--- config.mk ---
export PLATFORM = sky130hd
export DESIGN_NAME = div_bus_bridge
export DESIGN_NICKNAME = d
export VERILOG_FILES = /design/src/rtl/div_bus_bridge.sv
export SDC_FILE = /design/constraint.sdc
export NUM_CORES = 1
export LEC_CHECK = 0
export ABC_CLOCK_PERIOD_IN_PS = 2710
export CELL_PAD_IN_SITES_DETAIL_PLACEMENT = 1
export CELL_PAD_IN_SITES_GLOBAL_PLACEMENT = 1
export CORE_MARGIN = 2
export CORE_UTILIZATION = 41
export CTS_BUF_LIST = sky130_fd_sc_hd__clkbuf_2 sky130_fd_sc_hd__clkbuf_4 sky130_fd_sc_hd__clkbuf_8
export DETAILED_ROUTE_END_ITERATION = 7
export HOLD_SLACK_MARGIN = 0.08
export PLACE_DENSITY = 0.84
export SETUP_SLACK_MARGIN = 0.05
export SLEW_MARGIN = 20
export SYNTH_ARGS = -nofsm -noshare
export SYNTH_HDL_FRONTEND = slang
export SYNTH_SLANG_ARGS = --single-unit
--- constraint.sdc ---
create_clock -name clk -period 2.71 [get_ports clk]
set_input_delay 0.542 -clock clk [delete_from_list [all_inputs] [get_ports clk]]
set_output_delay 0.542 -clock clk [all_outputs]
set_load 0.05 [all_outputs]
--- src/rtl/div_bus_bridge.sv ---
// rtl/div_bus_bridge.sv - byte-stream front end for the 16-bit restoring divider
// Collects A/B from four bus bytes, runs the divider, returns Q/R as four bytes.
module div_bus_bridge #(
    parameter int TIMEOUT = 64
) (
    input  logic        clk,
    input  logic        rst,
    input  logic [7:0]  bus_in,
    input  logic        in_valid,
    output logic        in_ready,
    output logic [7:0]  bus_out,
    output logic        out_valid,
    input  logic        out_ready,
    output logic [15:0] div_A,
    output logic [15:0] div_B,
    output logic        div_start,
    input  logic        div_ready,
    input  logic [15:0] div_Q,
    input  logic [15:0] div_R,
    output logic        div0,
    output logic        tout,
    output logic        busy
);

    localparam int CW = $clog2(TIMEOUT) + 1;

    typedef enum logic [3:0] {
        LOAD_A0, LOAD_A1, LOAD_B0, LOAD_B1, START, WAIT,
        SEND_Q0, SEND_Q1, SEND_R0, SEND_R1
    } state_t;

    state_t        state_q, state_d;
    logic [15:0]   a_q, a_d, b_q, b_d;
    logic [15:0]   res_q_q, res_q_d, res_r_q, res_r_d;
    logic [CW-1:0] cnt_q, cnt_d;
    logic          div0_q, div0_d, tout_q, tout_d;
    logic          start_q, start_d;
    logic          out_valid_q, out_valid_d;
    logic [7:0]    bus_out_q, bus_out_d;
    logic          in_fire, out_fire;

    assign in_ready  = (state_q == LOAD_A0) || (state_q == LOAD_A1) ||
                       (state_q == LOAD_B0) || (state_q == LOAD_B1);
    assign busy      = (state_q != LOAD_A0);
    assign in_fire   = in_ready & in_valid;
    assign out_fire  = out_valid_q & out_ready;

    assign bus_out   = bus_out_q;
    assign out_valid = out_valid_q;
    assign div_A     = a_q;
    assign div_B     = b_q;
    assign div_start = start_q;
    assign div0      = div0_q;
    assign tout      = tout_q;

    always_comb begin
        state_d = state_q;
        a_d     = a_q;
        b_d     = b_q;
        res_q_d = res_q_q;
        res_r_d = res_r_q;
        cnt_d   = cnt_q;
        div0_d  = div0_q;
        tout_d  = tout_q;
        case (state_q)
            LOAD_A0: if (in_fire) begin a_d[7:0]  = bus_in; state_d = LOAD_A1; end
            LOAD_A1: if (in_fire) begin a_d[15:8] = bus_in; state_d = LOAD_B0; end
            LOAD_B0: if (in_fire) begin b_d[7:0]  = bus_in; state_d = LOAD_B1; end
            LOAD_B1: begin
                if (in_fire) begin
                    b_d[15:8] = bus_in;
                    if ({bus_in, b_q[7:0]} == 16'h0000) begin
                        res_q_d = 16'hFFFF;
                        res_r_d = a_q;
                        div0_d  = 1'b1;
                        state_d = SEND_Q0;
                    end else begin
                        state_d = START;
                    end
                end
            end
            START: begin
                cnt_d   = '0;
                state_d = WAIT;
            end
            WAIT: begin
                cnt_d = cnt_q + 1'b1;
                // The first WAIT cycle may still see the previous ready level.
                if ((cnt_q != '0) && div_ready) begin
                    res_q_d = div_Q;
                    res_r_d = div_R;
                    state_d = SEND_Q0;
                end else if (cnt_q == CW'(TIMEOUT - 1)) begin
                    res_q_d = 16'hFFFF;
                    res_r_d = 16'hFFFF;
                    tout_d  = 1'b1;
                    state_d = SEND_Q0;
                end
            end
            SEND_Q0: if (out_fire) state_d = SEND_Q1;
            SEND_Q1: if (out_fire) state_d = SEND_R0;
            SEND_R0: if (out_fire) state_d = SEND_R1;
            SEND_R1: begin
                if (out_fire) begin
                    div0_d  = 1'b0;
                    tout_d  = 1'b0;
                    state_d = LOAD_A0;
                end
            end
            default: state_d = LOAD_A0;
        endcase

        // Registered outputs are decoded from the next state so they line up with it.
        start_d     = (state_d == START);
        out_valid_d = 1'b1;
        case (state_d)
            SEND_Q0: bus_out_d = res_q_d[7:0];
            SEND_Q1: bus_out_d = res_q_d[15:8];
            SEND_R0: bus_out_d = res_r_d[7:0];
            SEND_R1: bus_out_d = res_r_d[15:8];
            default: begin
                bus_out_d   = 8'h00;
                out_valid_d = 1'b0;
            end
        endcase
    end

    always_ff @(posedge clk or negedge rst) begin
        if (!rst) begin
            state_q     <= LOAD_A0;
            a_q         <= '0;
            b_q         <= '0;
            res_q_q     <= '0;
            res_r_q     <= '0;
            cnt_q       <= '0;
            div0_q      <= 1'b0;
            tout_q      <= 1'b0;
            start_q     <= 1'b0;
            out_valid_q <= 1'b0;
            bus_out_q   <= '0;
        end else begin
            state_q     <= state_d;
            a_q         <= a_d;
            b_q         <= b_d;
            res_q_q     <= res_q_d;
            res_r_q     <= res_r_d;
            cnt_q       <= cnt_d;
            div0_q      <= div0_d;
            tout_q      <= tout_d;
            start_q     <= start_d;
            out_valid_q <= out_valid_d;
            bus_out_q   <= bus_out_d;
        end
    end

endmodule

==> flow_summary_export.csv <==
group,metric,value,unit
timing,finalWorstSetupSlack,0.0876,ns
critical_path,cp_data_arrival_time,2.88,ns
timing,max_clock_freq,0.381,GHz
timing,period_share,0.968,
synth,syn-num-nets,430,
cts,numClockSinks,87,
routing,drt_iter0_drc,263,
cts,clk_path_buf_depth,2,
timing,slew_headroom,0.465,
timing,worst_hold_slack,0.194,ns
power,p_switching,3190,uW
global_route,grt.overflow.total,0,
synth,yosys_warnings,0,
critical_path,end_kind,"flop",
die,core,0.00977,sq mm
routing,viasPerCell,5.83,
die,die_area,0.0109,sq mm
placement,hpwl,10200,microns
routing,drt_pass1_iterations,5,
synth,synth_area_leader_cell,"dfrtp_1",
routing,ant_nets,0,
routing,drc,0,
global_route,grt_max_degree,49,
synth,synth_area,0.00413,sq mm
synth,synth.avg_cell_area,10.8,sq um
routing,drt-total-wl,14000,microns
placement,placed_area,0.00532,sq mm
power,vdd_drop_max,0.851,mV
outcome,status,"finished clean",
synth,synth-edff-count,0,
finish,fin_area,0.00555,sq mm
synth,synth_ff_type,"dfrtp_1",
critical_path,reg2reg_slack,0.09,ns
critical_path,rr_worst_depth,9,
finish,syn_to_final_growth,34.5,%
critical_path,start_kind,"flop",
finish,antennaDiodeCount,0,
timing,rsz0062_at_grt,"yes",
power,power,6850,uW
run,maxCapViolCount,0,
timing,tightest_slew,0.801,ns
global_route,grt_usage,0.265,
finish,drive_gt1_frac,0.185,
power,powerDensity,1230,mW/mm^2
finish,nets,535,
synth,synth.top_cell.area_share,0.527,
synth,ys_seq_area_frac,0.527,
die,pin_count,91,
power,combinationalPowerShare,0.529,
power,internal_power,3660,uW
critical_path,critPathMaxFanout,18,
cts,clock_latency,0.37,ns
synth,synthArstFlopShare,1.00,
placement,place.port_buffers,90,
routing,via_count,3645,
critical_path,critPathKind,"flop to flop",
cts,cts_tree,"done",
power,p_leak,0.00229,uW
timing,hold_viol_final,0,
timing,slew_violations,0,
global_route,grt_first_pass_wirelength,22400,microns
power,swShare,0.466,
global_route,grt_antenna_before_repair,0,
synth,synthTopCellsByArea,"dfrtp_1, mux2_2, nor2_1",
global_route,grt_pass1_vias,4023,
placement,routabilityCongestion,0.833,
critical_path,r2r_end,"bus_out[3]",
critical_path,crit_required,2.97,ns
placement,place_ws,-0.0593,ns
cts,cts_made_buffers,9,
placement,dp_cells,609,
cts,root_buffer,"clkbuf_8",
die,fp-row-count,36,
power,clkPwrFrac,0.140,
cts,htreeDepth,3,
synth,yosysUniqueCellTypes,49,
finish,stdcell_count,625,
power,pwr-share-seq,0.331,
critical_path,r2r_start,"cnt_q[0]",
routing,wl_per_cell,22.5,microns
die,start_util,0.422,
die,die_y,104,microns
timing,final-setup-viol-count,0,
synth,syn_inst,383,
timing,min_period,2.62,ns
finish,fill_cells,1078,
synth,yosys_register_bits,87,
timing,fin_skew,0.0223,ns
hold_path,hold_class,"primary input to asynchronous set/reset pin",
die,fp.dieW,104,microns
cts,path_clk_slew,0.10,ns
routing by layer:
metal,track usage,part of all wire
met5,0,0
met4,0.106,0.025
met3,0.0558,0.057
met2,0.461,0.52
met1,0.318,0.40
registers in the layout, indices dropped and copies added, names as in the netlist:
register and count:
tout 1, div_A 16, res_r_q 16, div0 1, res_q_q 16, div_B 16
cnt_q 7, out_valid 1, state_q 4, bus_out 8, div_start 1
power groups by stage:
stage	clock network [uW]	registers, uW	logic (uW)
6_report	959	2270	3620
5_1_grt	1020	2330	3830
4_1_cts	965	2260	3580
3_5_place_dp	0	2280	3540
3_3_place_gp	0	2230	3440
2_1_floorplan	0	3030	1500
metrics by stage:
| step | utilization | TNS, ns |
|---|---|---|
| 5_1_grt | 0.568 | 0 |
| 6_report | 0.568 | 0 |
| 3_3_place_gp | 0.544 | 0 |
| 4_1_cts | 0.566 | 0 |
| 3_5_place_dp | 0.544 | -0.296 |
| 2_1_floorplan | - | 0 |
layout by cell type, fill, tap and decap left out, types with 2 or more instances in the layout:
cell	n
clkdlybuf4s50_1	89
dfrtp_1	86
nor2_1	40
nand2_1	37
mux2_2	32
buf_4	26
o21ai_0	23
inv_1	9
a211oi_1	9
a31oi_1	9
a21oi_1	9
o32ai_1	9
clkbuf_8	9
o32a_1	8
o2bb2ai_1	8
a221o_1	8
nor2b_1	5
nor4_1	5
nand3_1	5
o221ai_2	4
o221ai_1	4
a21o_1	4
nor3_1	4
nor3b_1	3
nand3b_1	3
o21ai_1	3
xnor2_1	3
buf_12	3
nor2_2	2
o31ai_1	2
a22o_1	2
ha_1	2
inv_8	2
clkinv_4	2
cell type report:
cell class | instances | area (sq um) | area share
multi-input combinational | 263 | 1820 | 0.329
clock inverter | 6 | 78.8 | 0.0142
inverter | 9 | 33.8 | 0.00609
sequential | 87 | 2180 | 0.392
clock buffer | 9 | 124 | 0.0223
tap | 133 | 166 | 0.0300
timing repair buffer | 118 | 1150 | 0.206
synthesized netlist by cell type, drive strengths merged, types with 2 or more instances:
cell,count
o2bb2ai,8
o32ai,9
o221ai,8
nor4,5
o21ai,26
mux2,32
xnor2,3
nand2,37
a211oi,9
nand3b,3
nor2,42
a221o,8
o32a,8
nand3,5
buf,9
dfrtp,87
nor3b,3
a21oi,10
inv,9
nor3,5
nor2b,5
a31oi,9
a21o,4
a22o,2
o31ai,2
clkbuf,15
ha,2
worst max-delay path by stage:
stage / cells after the start / slack, ns / startpoint / endpoint
2_1_floorplan: 6 / 0.15 / state_q[3] / bus_out[0]
3_3_place_gp: 8 / 0.04 / cnt_q[0] / bus_out[7]
3_5_place_dp: 7 / -0.06 / in_valid / bus_out[6]
4_1_cts: 9 / 0.07 / cnt_q[0] / bus_out[3]
5_1_grt: 10 / 0.03 / cnt_q[0] / bus_out[7]
6_report: 9 / 0.09 / cnt_q[0] / bus_out[3]
critical path, cell delays in order (launching register included):
cell and delay (ns):
dfrtp_1 0.41, inv_1 0.09, ha_1 0.14, or4b_4 0.47, o31a_1 0.29, buf_12 0.17
o32ai_1 0.34, o21ai_0 0.18, o2bb2ai_1 0.16, a221o_1 0.27
cells by family (layout without fill, tap and decap cells):
| family | Yosys count | after routing | synth area share |
|---|---|---|---|
| multiplexers | 33 | 33 | 0.0897 |
| buffers and inverters | 33 | 142 | 0.0364 |
| adder cells (fa/ha/maj) | 2 | 2 | 0.00606 |
| AO/OA/AOI/OAI | 110 | 110 | 0.202 |
| XOR/XNOR | 4 | 4 | 0.00849 |
| flip-flops | 87 | 87 | 0.527 |
| AND/OR/NAND/NOR | 114 | 114 | 0.130 |
timing repair:
action | in CTS | in global routing
gates resized for setup | 2 | 7
setup buffers | 0 | 1
setup endpoints to repair | 8 | 9
endpoints found under the hold margin | 0 | 0
hold buffers | 0 | 0
pin swaps | 0 | 0
No activity file was read; power rests on OpenSTA's default activity.
==> RTL change (same flow settings) <==
Reset style: synchronous (`rst`), changed in one clocked block.
--- a/src/rtl/div_bus_bridge.sv
+++ b/src/rtl/div_bus_bridge.sv
@@ -126,5 +126,5 @@
     end
 
-    always_ff @(posedge clk or negedge rst) begin
+    always_ff @(posedge clk) begin
         if (!rst) begin
             state_q     <= LOAD_A0;
Behaviour: differs if rst is asserted again (counterexample within 4 cycles, from zero or initial values and one cycle with rst low); with rst held inactive, the same outputs for 10 cycles.
==> RTL change against the unedited design <==
Cell area decreased by 3.2%. Critical endpoint is now in_ready. Synthesized area is 2.2% lower. Sequential cell count unchanged. Core utilization fell by 1.3 points. Wire length shrank 5.9%. Global-route usage decreased by 0.76 points. Largest cell class is now multi-input combinational cells. Clock skew down 0.0071 ns. Highest routed layer unchanged. Setup slack gained 0.033 ns.
Power is not compared: it rests on default switching activity, and its combinational part moved more than twofold at a synthesized area within 25%.
==> RTL change: results <==
group,metric,value,unit
cts,numCtsBuffers,9,
layout,antenna_cells,0,
critical_path,reg2regPathDepth,7,
cts,clk_latency,0.36,ns
logic_synthesis,syn_nets,511,
power,vdd_drop_max,0.280,mV
status,status,"finished clean",
global_routing,antenna_found_initial,0,
critical_path,worstPathMaxFanout,11,
cts,h-tree-depth,3,
routing,drt_iter0_drc,133,
logic_synthesis,ys_seq_area_frac,0.431,
routing,avgViaCountPerCell,5.68,
placed_design,hpwlAfterDp,9830,µm
global_routing,grt_pass1_vias,4012,
layout,final_layout_size_suffix_gt1_frac,0.103,
timing,skew,0.0151,ns
logic_synthesis,synth_top_cells_by_area,"dfxtp_1, mux2i_1, nor2_1",
cts,cts_max_path_buffers,2,
global_routing,grt_usage,0.257,
power,leakagePower,2.00,nW
cts,clk_pin_slew,0.09,ns
logic_synthesis,postSynthCellCount,464,
placed_design,portBuffers,90,
critical_path,max_stage_delay,0.88,ns
logic_synthesis,ys_types,58,
critical_path,cpMaxStageDelayCell,"clkdlybuf4s50_1",
worst_hold_path,hold_class,"register to register",
routing,dr.pass1.iters,4,
routing,drt-wirelength-per-cell,18.9,µm
layout,layout.nets,608,
layout,layout.cells.non_filler,698,
logic_synthesis,yosysWarnings,0,
cts,cts_setup_buffers,0,
worst_hold_path,worst_hold_path.num_cells,2,
placed_design,dp_slack,0.0197,ns
global_routing,grt_pass1_wl,21000,µm
placed_design,gp_congestion,0.926,
timing,worstMarginPinSlew,0.724,ns
cts,cts_root_buf,"clkbuf_8",
logic_synthesis,synth_commonest_cells,"dfxtp_1, nor2_1, nand2_1",
timing,finalSetupViolations,0,
critical_path,arrival,2.05,ns
global_routing,grt_max_degree,68,
logic_synthesis,synth-async-reset-ratio,0,
placed_design,dp_cells,683,
==> RTL change: changes by cell type in the layout (fill, tap and decap cells not counted), sizes merged, moves of 8 or more <==
cell / change
mux2: -31
and2: +11
dfrtp: -87
a21oi: +22
mux2i: +30
dfxtp: +87
o21ai: -17
o21a: +11
a221oi: +8
nor2: +22
nand2: +14
==> RTL change: final timing paths <==
kind	endpoint	startpoint	slack (ns)
hold / removal	div_B[10]	div_B[10]	0.47
setup / recovery	in_ready	state_q[2]	0.12
hold reg to reg	div_B[10]	div_B[10]	0.47
setup reg to reg	bus_out[1]	cnt_q[2]	0.22
==> RTL change: cell type report <==
class	instances	area [µm²]
fillers	1149	4310
flip-flops and latches	87	1740
inverters	8	30.0
clock inverters	6	68.8
multi-input cells	334	2110
well taps	133	166
clock buffers	9	124
repair buffers	121	1130
==> RTL change: cells by family after synthesis <==
kind of cell	synth area share
AND/OR/NAND/NOR	0.198
AO/OA/AOI/OAI	0.234
flip-flops	0.431
buffers and inverters	0.0483
multiplexers	0.0796
adder cells (fa/ha/maj)	0.00620
XOR/XNOR	0.00217
==> RTL change: report_power, final <==
group	switching, mW	leakage (nW)	total [mW]	internal, mW
clock	0.491	0.0961	0.919	0.428
sequential	0.0303	0.703	1.33	1.30
combinational	0.242	1.20	0.426	0.184
total	0.763	2.00	2.68	1.91
==> RTL change: per-stage QoR <==
step	power (mW)	util	hold slack, ns	instance area (µm²)
finish	2.68	0.555	0.467	5380
global route	2.77	0.555	0.492	5380
CTS	2.69	0.555	0.469	5370
floorplan	1.59	-	0.434	4040
global placement	1.77	0.534	0.445	5170
detailed placement	1.78	0.534	0.457	5170
==> RTL change: critical path, delay by kind of cell, from the launching register on <==
kind          cells  cell delay [ns]
flops             1             0.44
buf+inv           1             0.88
simple gates      1             0.38
==> RTL change: per-layer routing <==
layer  GRT usage  share of wire  up-vias
met5           0              0        -
met4      0.0729         0.0099        0
met3      0.0450          0.051       11
met2       0.456           0.51      110
met1       0.321           0.43     1975
li1            -              -     1868
==> RTL change: timing repair <==
action | in CTS | in global routing
endpoints found under the setup margin | 2 | 13
gates cloned | 0 | 0
resized for setup | 1 | 2
hold buffers | 0 | 0
